--- config.mk ---
export PLATFORM = sky130hd
export DESIGN_NAME = mem_access_unit
export DESIGN_NICKNAME = d
export VERILOG_FILES = /design/src/rtl/mem_pkg.sv /design/src/rtl/mem_load_align.sv /design/src/rtl/mem_access_unit.sv
export SDC_FILE = /design/constraint.sdc
export NUM_CORES = 1
export LEC_CHECK = 0
export ABC_AREA = 0
export CAP_MARGIN = 20
export CORE_MARGIN = 1.5
export CORE_UTILIZATION = 40
export DETAILED_ROUTE_END_ITERATION = 10
export PLACE_DENSITY = 0.82
export SYNTH_ARGS = -nofsm -noshare
export SYNTH_HDL_FRONTEND = slang
export SYNTH_SLANG_ARGS = --single-unit
--- constraint.sdc ---
create_clock -name clk -period 2.3 [get_ports clk]
set_input_delay 0.345 -clock clk [delete_from_list [all_inputs] [get_ports clk]]
set_output_delay 0.345 -clock clk [all_outputs]
set_load 0.005 [all_outputs]
--- src/rtl/mem_pkg.sv ---
`default_nettype none
//============================================================================
// Module   : mem_pkg
// Summary  : Shared types and helpers for the MEM-stage load/store unit:
//            size encodings, FSM state enum, byte-lane helper functions
//            and the default transaction timeout.
// Revision : 1.0 - initial release
//============================================================================
package mem_pkg;

    // Access size encodings; 2'b11 is handled as a word everywhere
    localparam logic [1:0] SZ_BYTE = 2'b00;
    localparam logic [1:0] SZ_HALF = 2'b01;
    localparam logic [1:0] SZ_WORD = 2'b10;

    // Default abort threshold in cycles when the timeout option is built in
    localparam int c_TIMEOUT_DEFAULT = 64;

    typedef enum logic [1:0] {
        ST_IDLE  = 2'b00,
        ST_WAIT  = 2'b01,
        ST_DRAIN = 2'b10
    } mem_state_t;

    // Little-endian byte enables for an access of size sz at byte offset off
    function automatic logic [3:0] f_byte_en(input logic [1:0] sz, input logic [1:0] off);
        logic [3:0] be;
        case (sz)
            SZ_BYTE: be = 4'b0001 << off;
            SZ_HALF: be = 4'b0011 << off;
            default: be = 4'b1111;
        endcase
        return be;
    endfunction

    // Byte always aligned, half needs even address, word needs addr[1:0]==0
    function automatic logic f_aligned(input logic [1:0] sz, input logic [1:0] off);
        logic ok;
        case (sz)
            SZ_BYTE: ok = 1'b1;
            SZ_HALF: ok = ~off[0];
            default: ok = (off == 2'b00);
        endcase
        return ok;
    endfunction

    // Replicate the significant store bits across all lanes so the byte
    // enables alone select what the memory writes
    function automatic logic [31:0] f_lane_data(input logic [1:0] sz, input logic [31:0] wd);
        logic [31:0] d;
        case (sz)
            SZ_BYTE: d = {4{wd[7:0]}};
            SZ_HALF: d = {2{wd[15:0]}};
            default: d = wd;
        endcase
        return d;
    endfunction

endpackage
`default_nettype wire

--- src/rtl/mem_load_align.sv ---
`default_nettype none
//============================================================================
// Module   : mem_load_align
// Summary  : Combinational load formatter. Shifts the addressed lane of the
//            read word down to bit 0 and sign/zero-extends sub-word loads.
// Revision : 1.0 - initial release
//============================================================================
module mem_load_align
    import mem_pkg::*;
(
    input  logic [31:0] i_rdata,
    input  logic [1:0]  i_offset,
    input  logic [1:0]  i_size,
    input  logic        i_sign_ext,
    output logic [31:0] o_data
);

    logic [31:0] w_shift;

    // Bring the addressed byte/half to the bottom and extend it
    always_comb begin
        w_shift = i_rdata >> {i_offset, 3'b000};
        case (i_size)
            SZ_BYTE: o_data = {{24{i_sign_ext & w_shift[7]}},  w_shift[7:0]};
            SZ_HALF: o_data = {{16{i_sign_ext & w_shift[15]}}, w_shift[15:0]};
            default: o_data = i_rdata;
        endcase
    end

endmodule
`default_nettype wire

--- src/rtl/mem_access_unit.sv ---
`default_nettype none
//============================================================================
// Module   : mem_access_unit
// Summary  : MEM-stage load/store controller. Issues req/ack data-memory
//            transactions with byte-lane formatting, stalls the pipeline
//            while one is outstanding and drives the MEM/WB results.
// Options  : MEM_TIMEOUT_EN - abort a transaction after TIMEOUT cycles
//            without dm_ack and pulse mem_err.
// Revision : 1.0 - initial release
//============================================================================
module mem_access_unit
    import mem_pkg::*;
#(
    parameter int TIMEOUT = c_TIMEOUT_DEFAULT
) (
    input  logic        clk,
    input  logic        rst_n,
    input  logic        flush,
    input  logic [31:0] addr,
    input  logic [31:0] wdata,
    input  logic        mem_rd,
    input  logic        mem_wr,
    input  logic [1:0]  size,
    input  logic        sign_ext,
    input  logic [3:0]  reg_dst_in,
    input  logic        reg_wr_in,
    output logic        dm_req,
    output logic        dm_we,
    output logic [31:0] dm_addr,
    output logic [3:0]  dm_be,
    output logic [31:0] dm_wdata,
    input  logic        dm_ack,
    input  logic [31:0] dm_rdata,
    output logic        mem_stall,
    output logic [31:0] wb_data,
    output logic [3:0]  wb_reg_dst,
    output logic        wb_reg_wr,
    output logic        misalign,
    output logic        mem_err
);

    mem_state_t  r_state;
    mem_state_t  w_state_nxt;
    logic        w_stall;
    logic        w_mem_op;
    logic        w_aligned;
    logic        w_new_op;
    logic        w_misalign;
    logic        w_timeout;
    logic [31:0] w_fmt;

    // Latched request fields, held stable for the whole transaction
    logic        r_we;
    logic [31:0] r_addr;
    logic [3:0]  r_be;
    logic [31:0] r_wdata;
    logic [1:0]  r_off;
    logic [1:0]  r_size;
    logic        r_sign;
    logic [3:0]  r_dst;
    logic        r_rwr;

    // Writeback / pulse registers
    logic [31:0] r_wb_data;
    logic [3:0]  r_wb_dst;
    logic        r_wb_wr;
    logic        r_misalign;

    assign w_mem_op   = mem_rd | mem_wr;
    assign w_aligned  = f_aligned(size, addr[1:0]);
    assign w_new_op   = w_mem_op & w_aligned & ~flush;
    assign w_misalign = w_mem_op & ~w_aligned & ~flush;

`ifdef MEM_TIMEOUT_EN
    localparam int             c_CW   = $clog2(TIMEOUT + 1);
    localparam logic [c_CW-1:0] c_TMAX = c_CW'(TIMEOUT - 1);
    localparam logic [c_CW-1:0] c_ONE  = c_CW'(1);

    logic [c_CW-1:0] r_cnt;
    logic            r_mem_err;

    // Abort on the TIMEOUT-th outstanding cycle if the memory still has not acked
    assign w_timeout = (r_state != ST_IDLE) & ~dm_ack & (r_cnt == c_TMAX);

    // Count cycles spent in WAIT/DRAIN; cleared whenever the FSM returns to IDLE
    always_ff @(posedge clk or negedge rst_n) begin
        if (!rst_n) begin
            r_cnt     <= '0;
            r_mem_err <= 1'b0;
        end else begin
            r_mem_err <= w_timeout;
            if ((r_state != ST_IDLE) && (w_state_nxt != ST_IDLE))
                r_cnt <= r_cnt + c_ONE;
            else
                r_cnt <= '0;
        end
    end

    assign mem_err = r_mem_err;
`else
    assign w_timeout = 1'b0;
    assign mem_err   = 1'b0;
`endif

    // State register
    always_ff @(posedge clk or negedge rst_n) begin
        if (!rst_n)
            r_state <= ST_IDLE;
        else
            r_state <= w_state_nxt;
    end

    // Next state and stall; DRAIN stays stalled on its ack so the op held
    // upstream is taken in IDLE on the following cycle
    always_comb begin
        w_state_nxt = r_state;
        w_stall     = 1'b0;
        case (r_state)
            ST_IDLE: begin
                if (w_new_op) begin
                    w_state_nxt = ST_WAIT;
                    w_stall     = 1'b1;
                end
            end
            ST_WAIT: begin
                w_stall = ~dm_ack & ~w_timeout;
                if (dm_ack || w_timeout)
                    w_state_nxt = ST_IDLE;
                else if (flush)
                    w_state_nxt = ST_DRAIN;
            end
            ST_DRAIN: begin
                w_stall = ~w_timeout;
                if (dm_ack || w_timeout)
                    w_state_nxt = ST_IDLE;
            end
            default: w_state_nxt = ST_IDLE;
        endcase
    end

    // Capture request fields when a new aligned memory op is accepted
    always_ff @(posedge clk or negedge rst_n) begin
        if (!rst_n) begin
            r_we    <= 1'b0;
            r_addr  <= '0;
            r_be    <= '0;
            r_wdata <= '0;
            r_off   <= '0;
            r_size  <= '0;
            r_sign  <= 1'b0;
            r_dst   <= '0;
            r_rwr   <= 1'b0;
        end else if ((r_state == ST_IDLE) && w_new_op) begin
            r_we    <= mem_wr;
            r_addr  <= {addr[31:2], 2'b00};
            r_be    <= f_byte_en(size, addr[1:0]);
            r_wdata <= f_lane_data(size, wdata);
            r_off   <= addr[1:0];
            r_size  <= size;
            r_sign  <= sign_ext;
            r_dst   <= reg_dst_in;
            r_rwr   <= reg_wr_in & ~mem_wr;
        end
    end

    mem_load_align u_load_align (
        .i_rdata    (dm_rdata),
        .i_offset   (r_off),
        .i_size     (r_size),
        .i_sign_ext (r_sign),
        .o_data     (w_fmt)
    );

    // Writeback register: pass-through for non-memory ops, formatted data on
    // a completed unflushed load, bubble otherwise
    always_ff @(posedge clk or negedge rst_n) begin
        if (!rst_n) begin
            r_wb_data  <= '0;
            r_wb_dst   <= '0;
            r_wb_wr    <= 1'b0;
            r_misalign <= 1'b0;
        end else begin
            r_wb_wr    <= 1'b0;
            r_misalign <= 1'b0;
            case (r_state)
                ST_IDLE: begin
                    if (!flush && !w_mem_op) begin
                        r_wb_data <= addr;
                        r_wb_dst  <= reg_dst_in;
                        r_wb_wr   <= reg_wr_in;
                    end else if (w_misalign) begin
                        r_misalign <= 1'b1;
                    end
                end
                ST_WAIT: begin
                    if (dm_ack && !flush && !r_we) begin
                        r_wb_data <= w_fmt;
                        r_wb_dst  <= r_dst;
                        r_wb_wr   <= r_rwr;
                    end
                end
                default: ;
            endcase
        end
    end

    assign dm_req     = (r_state != ST_IDLE);
    assign dm_we      = r_we;
    assign dm_addr    = r_addr;
    assign dm_be      = r_be;
    assign dm_wdata   = r_wdata;
    // Gated by reset so every output reads 0 while reset is held
    assign mem_stall  = w_stall & rst_n;
    assign wb_data    = r_wb_data;
    assign wb_reg_dst = r_wb_dst;
    assign wb_reg_wr  = r_wb_wr;
    assign misalign   = r_misalign;

endmodule
`default_nettype wire

==> flow_metrics.env, run 1 <==
export IMPL_status="complete, no violations"
export IMPL_synthFlopType="dfrtp_1"
export IMPL_drt_pass1_iterations=5
export IMPL_n_antenna_cell=0
export IMPL_yosysMostFrequentCell="dfrtp_1"
export IMPL_p_int_mw=6.153
export IMPL_grt_pass1_wl_um=28390
export IMPL_core_um2=13830
export IMPL_synth_top_area_cell="dfrtp_1"
export IMPL_max_slew_worst_pin_slew_ns=1.096
export IMPL_area_growth_syn_to_layout_pct=56.00
export IMPL_rsz0062_at_grt="false"
export IMPL_worstSetupStartpointType="flop"
export IMPL_slew_viol_final=0
export IMPL_yosysSeqAreaShare_pct=52.02
export IMPL_clkTransAtPathRegs_ns=0.05
export IMPL_hpwl_um=13480
export IMPL_ys_warn_count=0
export IMPL_hold_class="in2async"
export IMPL_worstSetupEndpointType="output port"
export IMPL_netlist_area_um2=5628
export IMPL_synth_common_cells="dfrtp_1 (117), nand2_1 (83), o21ai_0 (50)"
export IMPL_yosysTopAreaCellShare_pct=52.02
export IMPL_clk_path_buf_depth=2
export IMPL_p_leak_nw=3.732
export IMPL_required_ns=1.96
export IMPL_synth_area_leaders="dfrtp_1 (52%), mux2_2 (9.8%), nand2_1 (5.5%), mux2i_1 (5.5%), o21ai_0 (4.4%)"
export IMPL_wl_per_cell_um=18.78
export IMPL_ios=220
export IMPL_power_share_clock_pct=32.1
export IMPL_cts_tree="yes"
export IMPL_nets=889
export IMPL_cts_buffers_inserted=17
export IMPL_swShare_pct=28.06
export IMPL_post_route_min_period_ns=2.066
export IMPL_place_congestion=0.8256
export IMPL_min_period_over_period_pct=89.81
export IMPL_final_hold_viol_count=0
export IMPL_timing_fmax_ghz=0.4841
export IMPL_p_switching_mw=2.400
export IMPL_antenna_found_initial=0
export IMPL_start_util_pct=40.70
export IMPL_grtUsageTotal_pct=25.27
export IMPL_avgSynthCellArea_um2=10.18
export IMPL_row_count=43
export IMPL_layout_drive_gt1_share_pct=15.30
export IMPL_wirelength_um=18240
export IMPL_p_comb_share_pct=32.9
export IMPL_ys_async_sr_fraction_pct=100.0
export IMPL_via_per_inst=5.470
export IMPL_postRouteAntennaNets=0
export IMPL_path_class="reg2out"
export IMPL_h_tree_depth=4
export IMPL_dieHeight_um=121.6
export IMPL_cap_violations=0
export IMPL_vias=5311
export IMPL_synth_edff_count=0
export IMPL_worst_path_max_fanout=7
export IMPL_crit_arrival_ns=1.72
export IMPL_finalWorstSetupSlack_ns=0.2344
export IMPL_cts_hold_buffers=0
export IMPL_yosysUniqueCellTypes=47
export IMPL_pre_cts_ws_ns=-0.1149
export IMPL_synth_seq_cells=117
export IMPL_p_total_mw=8.553
export IMPL_ir_worst_vdd_uv=491.3
export IMPL_slew_headroom_pct=26.63
export IMPL_clkLatencyLatePin_ns=0.41
export IMPL_setup_violations=0
export IMPL_drc=0
export IMPL_grt_overflow_total=0
export IMPL_post_cts_buffers=0
export IMPL_io_buffers=216
export IMPL_cts_sinks=117
export IMPL_die_w_um=121.6
export IMPL_first_iter_violations=376
export IMPL_grt_start_max_net_pins=118
export IMPL_grt_pass1_vias=5363
export IMPL_dieArea_um2=14790
export IMPL_powerDensity_nw_per_um2=974.2
export IMPL_syn_inst=553
export IMPL_p_seq_share_pct=35.1
export IMPL_root_buffer="clkbuf_16"
export IMPL_skew_ns=0.007544
==> state kept, by name, summed over array words and instances (netlist names) <==
name        cells
dm_wdata       32
wb_data        32
dm_addr        30
dm_be           4
r_dst           4
wb_reg_dst      4
r_off           2
r_size          2
r_state         2
dm_we           1
misalign        1
r_rwr           1
r_sign          1
wb_reg_wr       1
==> worst paths after layout <==
check | startpoint | end | slack (ns) | depth (start not counted)
max | r_state[1] | dm_req | 0.23 | 2
min in group clk | dm_wdata[26] | dm_wdata[26] | 0.48 | 2
max in group asynchronous | rst_n | wb_data[0] | 1.74 | 2
min | rst_n | dm_addr[10] | 0.01 | 2
min reg2reg | dm_wdata[26] | dm_wdata[26] | 0.48 | 2
max reg2reg | r_off[1] | wb_data[15] | 0.24 | 4
==> per-layer routing <==
| layer | GRT usage, % | part of all wire (%) | vias to the layer above | wire [um] |
|---|---|---|---|---|
| met5 | 0 | 0 | - | 0 |
| met4 | 12.28 | 3.2 | 0 | 592 |
| met3 | 8.474 | 9.6 | 43 | 1757 |
| met2 | 40.25 | 47 | 278 | 8565 |
| met1 | 30.86 | 40 | 2569 | 7320 |
| li1 | - | - | 2421 | - |
==> critical path, cell delays in order (launching register included) <==
cell	delay [ns]
dfrtp_1	0.48
or2_2	0.34
clkdlybuf4s50_1	0.49
==> power groups by stage <==
stage / clock, mW / combinational [mW] / sequential, mW
after detailed placement: 0 / 2.80 / 3.03
after floorplan: 0 / 1.05 / 3.02
after global routing: 2.88 / 3.04 / 3.07
after global placement: 0 / 2.73 / 2.99
final: 2.74 / 2.81 / 3.00
after CTS: 2.78 / 2.82 / 3.00
==> stage by stage <==
stage	cell area [um^2]	hold WS [ns]	TNS, ns	std cells	utilization [%]
2_1_floorplan	5635	0.04941	0	555	-
3_3_place_gp	8158	0.4610	-0.08027	940	59.00
3_5_place_dp	8158	0.4690	-0.1978	940	59.00
4_1_cts	8771	0.08611	0	971	63.43
5_1_grt	8780	0.1228	0	971	63.50
6_report	8780	0.01410	0	971	63.50
==> layout make-up <==
type / instances / area, um^2
fill: 1046 / 5047
multi-input combinational: 389 / 2521
tap: 180 / 225.2
clock buffer: 21 / 450.4
timing repair buffer: 248 / 2477
sequential: 117 / 2928
inverter: 6 / 22.52
clock inverter: 10 / 155.1
==> what timing repair did <==
| action | CTS | global route |
|---|---|---|
| pin swaps | 1 | 2 |
| resized for setup | 2 | 3 |
| gates cloned | 0 | 0 |
| setup endpoints to repair | 1 | 1 |
==> cell usage in the layout, fill, tap and decap left out, types with 5 or more instances in the layout <==
cell / synthesis / final
clkdlybuf4s50_1: 0 / 214
dfrtp_1: 117 / 117
nand2_1: 83 / 83
o21ai_0: 50 / 49
mux2_2: 49 / 49
nor2_1: 40 / 40
mux2i_1: 31 / 31
buf_4: 3 / 27
a21oi_1: 26 / 26
nor3_1: 21 / 21
clkbuf_16: 0 / 17
a211oi_1: 16 / 16
o211ai_1: 7 / 7
a2bb2oi_1: 7 / 7
o221ai_1: 7 / 7
nand3b_1: 6 / 6
a31oi_1: 6 / 6
buf_12: 0 / 6
nand2b_1: 5 / 5
inv_1: 5 / 5
==> logic make-up (layout without fill, tap and decap cells) <==
group	count (synthesis)	count (layout)	share of synthesized area [%]
buf+inv	49	285	3.757
other cells	1	3	0.06663
mux	81	81	15.72
simple gates	172	172	13.45
xor+xnor	1	1	0.1557
flops	117	117	52.02
compound gates	132	132	14.83
Note: power is estimated with default switching activity, not from simulation.
==> run 2: changes to the inputs <==
CORE_MARGIN = 4   (was 1.5)
==> flow_metrics.env, run 2 (synthesized netlist as in run 1, its figures left out) <==
export IMPL_reg2reg_slack_ns=0.45
export IMPL_cp_slowest_cell="clkdlybuf4s50_1"
export IMPL_nets=889
export IMPL_root_buffer="clkbuf_16"
export IMPL_grt_pass1_vias=5421
export IMPL_status="complete, no violations"
export IMPL_pre_cts_ws_ns=-0.1330
export IMPL_worstSetupEndpointType="output port"
export IMPL_postRouteAntennaNets=0
export IMPL_cap_violations=0
export IMPL_hold_class="in2async"
export IMPL_dieArea_um2=16030
export IMPL_n_antenna_cell=0
export IMPL_grt_overflow_total=0
export IMPL_worst_r2r_endpoint="wb_data[29]"
export IMPL_finalWorstSetupSlack_ns=0.1563
export IMPL_path_cells="clkdlybuf4s50_1 -> or2_2 -> a41oi_2 -> o22ai_1 -> and2_1 -> dlygate4sd2_1"
export IMPL_die_w_um=126.6
export IMPL_p_leak_nw=3.746
export IMPL_wl_per_cell_um=19.01
export IMPL_hold_slack_ns=0.09435
export IMPL_layout_drive_gt1_share_pct=15.53
export IMPL_grt_pass1_wl_um=28980
export IMPL_grtUsageTotal_pct=23.19
export IMPL_worst_path_max_fanout=2
export IMPL_wirelength_um=18470
export IMPL_ir_worst_vdd_uv=514.4
export IMPL_cts_hold_buffers=0
export IMPL_crit_arrival_ns=1.80
export IMPL_swShare_pct=27.76
export IMPL_endpoint="mem_stall"
export IMPL_clkLatencyLatePin_ns=0.42
export IMPL_worstSetupStartpointType="input port"
export IMPL_area_growth_syn_to_layout_pct=56.67
export IMPL_cpPeakStageDelay_ns=0.43
export IMPL_slew_viol_final=0
export IMPL_p_comb_share_pct=31.9
export IMPL_setup_violations=0
export IMPL_skew_ns=0.006851
export IMPL_power_share_clock_pct=33.9
export IMPL_clkTransAtPathRegs_ns=0.06
export IMPL_first_iter_violations=363
export IMPL_grt_start_max_net_pins=66
export IMPL_cp_startpoint="mem_rd"
export IMPL_cts_tree="yes"
export IMPL_fin_area_um2=8817
export IMPL_cts_buffers_inserted=17
export IMPL_via_per_inst=5.409
export IMPL_start_util_pct=40.70
export IMPL_final_common_cell="clkdlybuf4s50_1"
export IMPL_place_congestion=0.8756
export IMPL_r2r_start="r_off[1]"
export IMPL_powerDensity_nw_per_um2=994.4
export IMPL_final_hold_viol_count=0
export IMPL_required_ns=1.96
export IMPL_min_period_over_period_pct=93.20
export IMPL_row_count=43
export IMPL_timing_fmax_ghz=0.4665
export IMPL_clk_path_buf_depth=2
export IMPL_antenna_found_initial=0
export IMPL_io_buffers=216
export IMPL_reg2regPathDepth=5
export IMPL_final_cell_mix="clkdlybuf4s50_1 (213), dfrtp_1 (117), nand2_1 (83), o21ai_0 (49), mux2_2 (49)"
export IMPL_rsz0062_at_grt="false"
export IMPL_path_class="in2out"
export IMPL_max_slew_worst_pin_slew_ns=1.080
export IMPL_h_tree_depth=4
export IMPL_place_area_um2=8145
export IMPL_worst_path_buf_inv=2
export IMPL_cts_sinks=117
export IMPL_hpwl_um=13870
export IMPL_p_int_mw=6.333
export IMPL_p_seq_share_pct=34.2
export IMPL_vias=5258
export IMPL_drt_pass1_iterations=5
export IMPL_p_switching_mw=2.434
export IMPL_dieHeight_um=126.6
export IMPL_core_um2=13830
export IMPL_post_route_min_period_ns=2.144
export IMPL_worst_path_dominant_cell_family="buffers and inverters"
export IMPL_drc=0
export IMPL_slew_headroom_pct=27.70
export IMPL_ios=220
export IMPL_worst_path_stages=6
export IMPL_fillCellCount=1075
[run 2: cell types whose count changed in the layout (fill, tap and decap cells not counted), sizes merged]
cell and change:
inv +1, clkdlybuf4s50 -1, clkinv -1, dlymetal6s2s -1, bufinv +1, dlygate4sd2 +2
[run 2: power groups by stage]
| stage | Combinational [mW] | Clock (mW) | Sequential [mW] |
|---|---|---|---|
| 6_report | 2.80 | 2.97 | 3.00 |
| 5_1_grt | 3.03 | 3.11 | 3.07 |
| 4_1_cts | 2.82 | 3.02 | 3.00 |
| 3_5_place_dp | 2.81 | 0 | 3.03 |
| 3_3_place_gp | 2.73 | 0 | 2.99 |
| 2_1_floorplan | 1.05 | 0 | 3.02 |
[run 2: stage by stage]
step / power [mW] / util [%] / instances / TNS (ns)
after floorplan: 4.067 / - / 555 / 0
after global placement: 5.718 / 58.91 / 940 / -0.08692
after CTS: 8.848 / 63.77 / 972 / 0
after detailed placement: 5.838 / 58.91 / 940 / -0.1781
after global routing: 9.220 / 63.77 / 972 / 0
final: 8.767 / 63.77 / 972 / 0
[run 2: worst min-delay path by stage]
stage	from	cells after the start	slack, ns	endpoint
4_1_cts	rst_n	2	0.11	wb_data[7]
6_report	rst_n	2	0.09	wb_data[7]
3_5_place_dp	dm_wdata[25]	2	0.47	dm_wdata[25]
5_1_grt	rst_n	2	0.15	wb_data[6]
3_3_place_gp	dm_wdata[22]	2	0.46	dm_wdata[22]
2_1_floorplan	rst_n	0	0.05	dm_addr[10]
[run 2: routing by layer]
| layer | up-vias | part of all wire [%] | GRT usage (%) |
|---|---|---|---|
| li1 | 2420 | - | - |
| met1 | 2533 | 38 | 26.58 |
| met5 | - | 0 | 0 |
| met2 | 262 | 48 | 38.79 |
| met4 | 0 | 3.4 | 10.22 |
| met3 | 43 | 10 | 8.674 |
[run 2: area by class of cell]
class	count	area, um^2	share of cell area, %
clock buffer	21	470.5	5.336
clock inverter	11	196.4	2.228
inverter	6	22.52	0.2554
multi-input combinational	389	2515	28.52
sequential	117	2928	33.21
tap	180	225.2	2.554
timing repair buffer	248	2460	27.90
[run 2: repair_timing]
action                                  4_1_cts  5_1_grt
setup buffers                                 0        0
endpoints found under the hold margin         0        0
resized for setup                             4        0
endpoints found under the setup margin        1        0
